### src/rtl/prog_sequencer_if.sv
// Bus between the program sequencer and its surroundings (decoder, ALU
// flags, data memory, instruction ROM).
//   master modport : drives the decoded instruction / memory status inputs
//                    and observes the sequencer outputs
//   slave modport  : the sequencer itself
// Signals:
//   Start, BranchEn, Jump, Taken, Ack, MemAccess, MemReady : control inputs
//   Target[PC_W]     : absolute branch target
//   ProgCtr[PC_W]    : instruction ROM address
//   InstrValid, Stall, Done : state flags
//   CycleCnt[16]     : executed-cycle count
interface prog_sequencer_if #(
  parameter int PC_W = 10
);
  logic            Start;
  logic            BranchEn;
  logic            Jump;
  logic            Taken;
  logic            Ack;
  logic            MemAccess;
  logic            MemReady;
  logic [PC_W-1:0] Target;
  logic [PC_W-1:0] ProgCtr;
  logic            InstrValid;
  logic            Stall;
  logic            Done;
  logic [15:0]     CycleCnt;

  modport master (
    output Start, BranchEn, Jump, Taken, Ack, MemAccess, MemReady, Target,
    input  ProgCtr, InstrValid, Stall, Done, CycleCnt
  );

  modport slave (
    input  Start, BranchEn, Jump, Taken, Ack, MemAccess, MemReady, Target,
    output ProgCtr, InstrValid, Stall, Done, CycleCnt
  );
endinterface

### src/rtl/prog_sequencer.sv
// Program counter sequencer with IDLE / RUN / STALL / DONE control.
// Ports:
//   Clk   : single clock, all state changes on its rising edge
//   Reset : synchronous active-high reset, overrides everything
//   bus   : prog_sequencer_if.slave (control inputs, ProgCtr and flags)
// Parameters:
//   PC_W       : program counter width
//   START_ADDR : PC value loaded on reset and on an accepted Start
// Optional feature:
//   PROG_SEQUENCER_CYCLE_COUNT_EN : when defined, CycleCnt counts cycles spent
//   in RUN or STALL (cleared on Start, saturating). When undefined CycleCnt
//   is tied to zero and no counter register exists.
module prog_sequencer #(
  parameter int          PC_W       = 10,
  parameter int unsigned START_ADDR = 0
) (
  input  logic           Clk,
  input  logic           Reset,
  prog_sequencer_if.slave bus
);

  typedef enum logic [1:0] {
    IDLE  = 2'd0,
    RUN   = 2'd1,
    STALL = 2'd2,
    DONE  = 2'd3
  } state_t;

  localparam logic [PC_W-1:0] START_PC = PC_W'(START_ADDR);
  localparam logic [PC_W-1:0] ONE      = PC_W'(1);
  localparam logic [PC_W-1:0] TWO      = PC_W'(2);

  state_t          state_reg, state_next;
  logic [PC_W-1:0] pc_reg, pc_next;

  always_ff @(posedge Clk) begin
    if (Reset) begin
      state_reg <= IDLE;
      pc_reg    <= START_PC;
    end else begin
      state_reg <= state_next;
      pc_reg    <= pc_next;
    end
  end

  // Next-state / next-PC. PC additions wrap naturally at PC_W bits.
  always_comb begin
    state_next = state_reg;
    pc_next    = pc_reg;
    case (state_reg)
      IDLE, DONE: begin
        if (bus.Start) begin
          state_next = RUN;
          pc_next    = START_PC;
        end
      end
      RUN: begin
        // Priority: halt, memory wait, branch, skip, sequential.
        if (bus.Ack) begin
          state_next = DONE;
        end else if (bus.MemAccess && !bus.MemReady) begin
          state_next = STALL;
        end else if (bus.BranchEn) begin
          pc_next = bus.Taken ? bus.Target : pc_reg + ONE;
        end else if (bus.Jump) begin
          pc_next = bus.Taken ? pc_reg + TWO : pc_reg + ONE;
        end else begin
          pc_next = pc_reg + ONE;
        end
      end
      STALL: begin
        // The stalled instruction completes once memory is ready.
        if (bus.MemReady) begin
          state_next = RUN;
          pc_next    = pc_reg + ONE;
        end
      end
      default: begin
        state_next = IDLE;
        pc_next    = START_PC;
      end
    endcase
  end

  assign bus.ProgCtr    = pc_reg;
  assign bus.InstrValid = (state_reg == RUN);
  assign bus.Stall      = (state_reg == STALL);
  assign bus.Done       = (state_reg == DONE);

`ifdef PROG_SEQUENCER_CYCLE_COUNT_EN
  logic [15:0] cnt_reg;

  always_ff @(posedge Clk) begin
    if (Reset) begin
      cnt_reg <= 16'd0;
    end else if ((state_reg == IDLE || state_reg == DONE) && bus.Start) begin
      cnt_reg <= 16'd0;
    end else if ((state_reg == RUN || state_reg == STALL) && cnt_reg != 16'hFFFF) begin
      cnt_reg <= cnt_reg + 16'd1;
    end
  end

  assign bus.CycleCnt = cnt_reg;
`else
  assign bus.CycleCnt = 16'd0;
`endif

endmodule

### src/flat_wrapper.sv
// flat-port wrapper written by rule: the top's interface ports become plain ports
module prog_sequencer_flat 
#(
  parameter int          PC_W       = 10,
  parameter int unsigned START_ADDR = 0
)
  (Clk, Reset, bus_Start, bus_BranchEn, bus_Jump, bus_Taken, bus_Ack, bus_MemAccess, bus_MemReady, bus_Target, bus_ProgCtr, bus_InstrValid, bus_Stall, bus_Done, bus_CycleCnt);
  prog_sequencer_if #(.PC_W(PC_W)) bus_i ();
  input  logic Clk;
  input  logic Reset;
  input wire logic [$bits(bus_i.Start)-1:0] bus_Start;
  input wire logic [$bits(bus_i.BranchEn)-1:0] bus_BranchEn;
  input wire logic [$bits(bus_i.Jump)-1:0] bus_Jump;
  input wire logic [$bits(bus_i.Taken)-1:0] bus_Taken;
  input wire logic [$bits(bus_i.Ack)-1:0] bus_Ack;
  input wire logic [$bits(bus_i.MemAccess)-1:0] bus_MemAccess;
  input wire logic [$bits(bus_i.MemReady)-1:0] bus_MemReady;
  input wire logic [$bits(bus_i.Target)-1:0] bus_Target;
  output wire logic [$bits(bus_i.ProgCtr)-1:0] bus_ProgCtr;
  output wire logic [$bits(bus_i.InstrValid)-1:0] bus_InstrValid;
  output wire logic [$bits(bus_i.Stall)-1:0] bus_Stall;
  output wire logic [$bits(bus_i.Done)-1:0] bus_Done;
  output wire logic [$bits(bus_i.CycleCnt)-1:0] bus_CycleCnt;
  assign bus_i.Start = bus_Start;
  assign bus_i.BranchEn = bus_BranchEn;
  assign bus_i.Jump = bus_Jump;
  assign bus_i.Taken = bus_Taken;
  assign bus_i.Ack = bus_Ack;
  assign bus_i.MemAccess = bus_MemAccess;
  assign bus_i.MemReady = bus_MemReady;
  assign bus_i.Target = bus_Target;
  assign bus_ProgCtr = bus_i.ProgCtr;
  assign bus_InstrValid = bus_i.InstrValid;
  assign bus_Stall = bus_i.Stall;
  assign bus_Done = bus_i.Done;
  assign bus_CycleCnt = bus_i.CycleCnt;
  prog_sequencer #(.PC_W(PC_W), .START_ADDR(START_ADDR)) u_core (.Clk(Clk), .Reset(Reset), .bus(bus_i));
endmodule
### config.mk
export PLATFORM = sky130hd
export DESIGN_NAME = prog_sequencer_flat
export DESIGN_NICKNAME = d
export VERILOG_FILES = /design/src/rtl/prog_sequencer_if.sv /design/src/rtl/prog_sequencer.sv /design/src/flat_wrapper.sv
export SDC_FILE = /design/constraint.sdc
export NUM_CORES = 1
export LEC_CHECK = 0
export BUFFER_PORTS_ARGS = -buffer_cell sky130_fd_sc_hd__buf_2
export CAP_MARGIN = 10
export CORE_ASPECT_RATIO = 1.2
export CORE_MARGIN = 3
export CORE_UTILIZATION = 47
export CTS_CLUSTER_SIZE = 14
export DETAILED_ROUTE_END_ITERATION = 16
export PLACE_DENSITY = 0.83
export RECOVER_POWER = 100
export SKIP_LAST_GASP = 1
export SYNTH_ARGS = -nofsm -noshare
export SYNTH_HDL_FRONTEND = slang
export SYNTH_SLANG_ARGS = --single-unit
### constraint.sdc
create_clock -name Clk -period 2 [get_ports Clk]
set_input_delay 0.2 -clock Clk [delete_from_list [all_inputs] [get_ports Clk]]
set_output_delay 0.2 -clock Clk [all_outputs]
set_load 0.02 [all_outputs]
# Yosys cells after proc, flatten, opt, wreduce, memory -nomap -nowiden
# Cells that the tools add are included.
# totals
regBits	12
inputBits	19
output_inout_bits	29
wordCells	32
# classes
add_sub_neg	2
n_eq_ne	8
muxes	14
reduce_logical	6
# op_table
operator	n
10-bit two-way mux	8
10-bit one-hot mux with 3 select lines	1
10-bit by 1-bit adder with 10-bit output (second input constant)	1
10-bit by 2-bit adder with 10-bit output (second input constant)	1
2-bit two-way mux	4
2-bit inequality test (second input constant)	4
2-bit one-hot mux with 3 select lines	1
2-bit == test (second input constant)	2
4-bit AND reduction	1
3-bit by 2-bit inequality test with 1-bit output (second input constant)	1
3-bit AND reduction	1
2-bit by 1-bit == test with 1-bit output (second input constant)	1
2-bit zero test	1
2-bit OR reduction	1
1-bit logical AND	1
1-bit zero test	1

# Depth between registers and ports, before layout
# depth
ltp_word	7
ltp_mapped	8
mapped_depth_nobuf	7

# Worst setup path after synthesis
# Ideal clock, no wire load.
# synth_timing
path_kind	flip-flop to flip-flop
startpoint	register u_core.pc_reg[0], in the netlist u_core.bus.ProgCtr[0]
endpoint	register u_core.pc_reg[8], in the netlist u_core.bus.ProgCtr[8]
setup_ps	120
t_arrival_ps	1768
required_ps	1880
setup_slack_ps	113
path_stages_with_launch	7
n_path_buf	0
period_less_slack_ps	1887
cell_sequence	dfxtp_1 > ha_1 > a21bo_2 > a21bo_2 > o21ai_0 > a311oi_1 > a211o_1
# synth_via
elab_chain_len	7
elab_cells_between_ends	10
classes_between	add/sub: 2; mux: 8
# synth_lines
element	line	source
start, declared	prog_sequencer.sv:34	logic [PC_W-1:0] pc_reg, pc_next;
start signal, assigned	prog_sequencer.sv:42	pc_reg <= pc_next;
10-bit by 1-bit adder with 10-bit output / 10-bit by 2-bit adder with 10-bit output (equally long branches)	--	
10-bit two-way mux	prog_sequencer.sv:66	pc_next = bus.Taken ? pc_reg + TWO : pc_reg + ONE;
10-bit two-way mux	prog_sequencer.sv:65	end else if (bus.Jump) begin
10-bit two-way mux	prog_sequencer.sv:63	end else if (bus.BranchEn) begin
10-bit two-way mux	prog_sequencer.sv:61	end else if (bus.MemAccess && !bus.MemReady) begin
10-bit two-way mux	prog_sequencer.sv:59	if (bus.Ack) begin
10-bit one-hot mux with 3 select lines (*)	prog_sequencer.sv:50	case (state_reg)
# Every way passes the cells marked *; elsewhere a longest branch is shown, timed or not. The select of a mux whose other input is x is not followed.
# A chain may end at the register's enable or synchronous reset.

# Worst setup path after layout
# layout_timing
startpoint	register u_core.state_reg[0]
endpoint	register u_core.pc_reg[8], in the netlist u_core.bus.ProgCtr[8]
# layout_via
elab_chain_len	4
elab_cells_between_ends	11
classes_between	eq/ne: 7; mux: 1; reduce/logical: 3
# layout_lines
element	line	source
start, declared	prog_sequencer.sv:33	state_t state_reg, state_next;
start signal, assigned	prog_sequencer.sv:41	state_reg <= state_next;
2-bit == test / 2-bit zero test (equally long branches)	prog_sequencer.sv:50	
2-bit OR reduction	prog_sequencer.sv:50	
2-bit inequality test (no line)	--	
4-bit AND reduction (no line)	--	
# Parallel ways exist; a longest one is shown, timed or not.

==> results_dict.tcl <==
set metrics [dict create \
    cp_slowest_cell "a2111oi_0" \
    synthTopCellsByCount "buf_4 (16), nand2_1 (16), dfxtp_1 (12), inv_1 (12), o21ai_0 (12)" \
    min-delay-path-class "in -> reg" \
    via_per_inst 6.026 \
    synth_enable_flop_cells 0 \
    worst_ep_required_time_ns 2.24 \
    cp_max_fo 8 \
    clock_latency_ns 0.29 \
    cp_cell_sequence "inv_1 -> ha_1 -> a211oi_1 -> nand2_1 -> a2111oi_0 -> a211o_1" \
    grt_pass1_vias 1451 \
    hold_buffers 0 \
    period_share_pct 95.37 \
    p_clk_share_pct 22.3 \
    drive_gt1_share_pct 22.94 \
    ios 48 \
    ant_nets 0 \
    htree_num_levels 1 \
    cp-end-kind "flop" \
    critPathLaunchType "flop" \
    clock_sinks 12 \
    synth.yosys.seq_area_share_pct 16.64 \
    post-route-util_pct 57.27 \
    core_region_area_um2 2864 \
    dp_hpwl_um 3089 \
    path_class "reg -> reg" \
    synthArstFlopShare_pct 0 \
    max_clock_freq_mhz 524.3 \
    ys_top_cells_by_area "dfxtp_1 (17%), buf_4 (8.3%), ha_1 (4.3%), o21ai_0 (4.2%), nand2_1 (4.2%)" \
    grt_usage_pct 22.15 \
    drc 0 \
    synth_top_area_cell "dfxtp_1" \
    synth_top_area_share_pct 16.64 \
    synth_area_per_cell_um2 7.405 \
    path_buf_inv 1 \
    ys_warn_count 0 \
    setup_ws_ns 0.09268 \
    timing.final.max_slew_violations 0 \
    dr.pass1.iters 4 \
    antenna_cells 0 \
    switching_share_pct 42.86 \
    final_nets 256 \
    internal_power_uw 535.4 \
    worst_clock_skew_ns 0.008579 \
    crit_arrival_ns 2.15 \
    die_area_um2 3776 \
    worst_hold_slack_ns 0.2457 \
    grt_pass1_wl_um 6589 \
    status "finished clean" \
    synth_area_um2 1444 \
    comb_power_share_pct 48.9 \
    port_buffers 31 \
    drt_iter0_markers 65 \
    p_sw_uw 401.6 \
    num_rows 21 \
    routedWlPerCell_um 15.22 \
    yosysUniqueCellTypes 56 \
    setup_tns_ns 0 \
    gp_congestion 0.9932 \
    die_y_um 66.72 \
    setup_viol 0 \
    grt_antenna_before_repair 0 \
    rsz0062_at_grt "yes" \
    fin_crit_ns 1.907 \
    hold_viol 0 \
    syn_to_final_growth_pct 13.60 \
    gr-total-overflow 0 \
    drv_cap 0 \
    synth_cells 195 \
    vias 1597 \
    seqPwrFrac_pct 28.8 \
    largest_reg_flops 10 \
    powerDensity_nw_per_um2 571.2 \
    pre_cts_slack_ns 0.08133 \
    cts_made_buffers 3 \
    ys.flop_type "dfxtp_1" \
    p_leak_uw 0.0006850 \
    wl_um 4032 \
    cts_setup_buffers 0 \
    ys_ff_latch 12 \
    critPathMaxStageDelay_ns 0.41 \
    start_util_pct 50.42 \
    vdd_drop_max_v 0.0004198 \
    critPathTopFamily "compound AO/OA/AOI/OAI gates" \
    cts_tree "yes" \
    grt_start_max_net_pins 21 \
    nFillCells 280 \
    max-clock-path-buffers 2 \
    clock-root-buffer "clkbuf_4" \
    path_clk_slew_ns 0.09 \
    die_w_um 56.60 \
]
==> timing repair <==
item,in CTS,in global routing
setup endpoints to repair,0,6
resized for setup,0,2
endpoints found under the hold margin,0,0
==> power by group through the flow <==
stage	sequential (uW)	clock, uW	combinational (uW)
after floorplan	283	0	331
after global placement	275	0	445
after detailed placement	275	0	456
after CTS	269	208	459
after global routing	273	232	505
final	270	209	458
==> final cells by class <==
cell class	instances	area [um^2]	area share, %
multi-input cells	158	1039	63.31
flip-flops and latches	12	240.2	14.65
repair buffers	45	237.7	14.49
inverters	12	45.04	2.746
well taps	34	42.54	2.593
clock buffers	4	36.28	2.212
==> placed cells by master (no fill, tap or decap), types with 3 or more instances in the layout <==
cell type | synthesis | routed
buf_2 | 7 | 21
nand2_1 | 16 | 16
conb_1 | 1 | 16
inv_1 | 12 | 12
o21ai_0 | 12 | 12
clkbuf_1 | 2 | 12
dfxtp_1 | 12 | 12
a21oi_1 | 11 | 11
buf_4 | 16 | 11
nand3_1 | 9 | 9
nor2_1 | 8 | 8
a31oi_1 | 6 | 6
nor2b_1 | 5 | 5
xnor2_1 | 4 | 4
xor2_1 | 4 | 4
ha_1 | 5 | 4
nand4_1 | 3 | 3
o32ai_1 | 3 | 3
and2_1 | 3 | 3
nand2b_1 | 3 | 3
a2bb2oi_1 | 3 | 3
or3_1 | 3 | 3
clkbuf_4 | 0 | 3
==> per-layer routing <==
metal / vias to the layer above / GRT usage, % / wire (um)
li1: 757 / - / -
met1: 737 / 26.60 / 1599
met2: 92 / 37.72 / 2008
met3: 11 / 4.845 / 335
met4: 0 / 9.496 / 88
met5: - / 0 / 0
==> metrics by stage <==
| stage | power [uW] | area, um^2 | cells |
|---|---|---|---|
| floorplan | 615.0 | 1500 | 210 |
| global placement | 719.7 | 1619 | 261 |
| detailed placement | 731.4 | 1619 | 261 |
| CTS | 936.4 | 1655 | 265 |
| global route | 1011 | 1640 | 265 |
| finish | 937.0 | 1640 | 265 |
==> cells by family after synthesis <==
family                     share of synthesized area [%]
and+or+nand+nor                                    25.13
muxes                                              1.387
xor gates and xnor gates                           4.852
DFF                                                16.64
buffers and inverters                              15.86
other                                             0.2597
adders and majority gates                          4.333
AOI/OAI and AO/OA                                  31.55
==> worst paths after layout <==
path              slack, ns                              from  depth (start not counted)                            endpoint
setup / recovery       0.09  u_core.state_reg[0]$_SDFFE_PP0P_                          6  u_core.bus.ProgCtr[8]$_SDFFE_PP0P_
hold / removal         0.25                           bus_Ack                          3    u_core.state_reg[0]$_SDFFE_PP0P_
setup reg to reg       0.09  u_core.state_reg[0]$_SDFFE_PP0P_                          6  u_core.bus.ProgCtr[8]$_SDFFE_PP0P_
hold reg to reg        0.51  u_core.state_reg[0]$_SDFFE_PP0P_                          2    u_core.state_reg[0]$_SDFFE_PP0P_
==> worst min-delay path: stages <==
cell	delay, ns
buf_2	0.10
o21ai_0	0.07
a21oi_1	0.12
(Power assumes the default switching activity.)
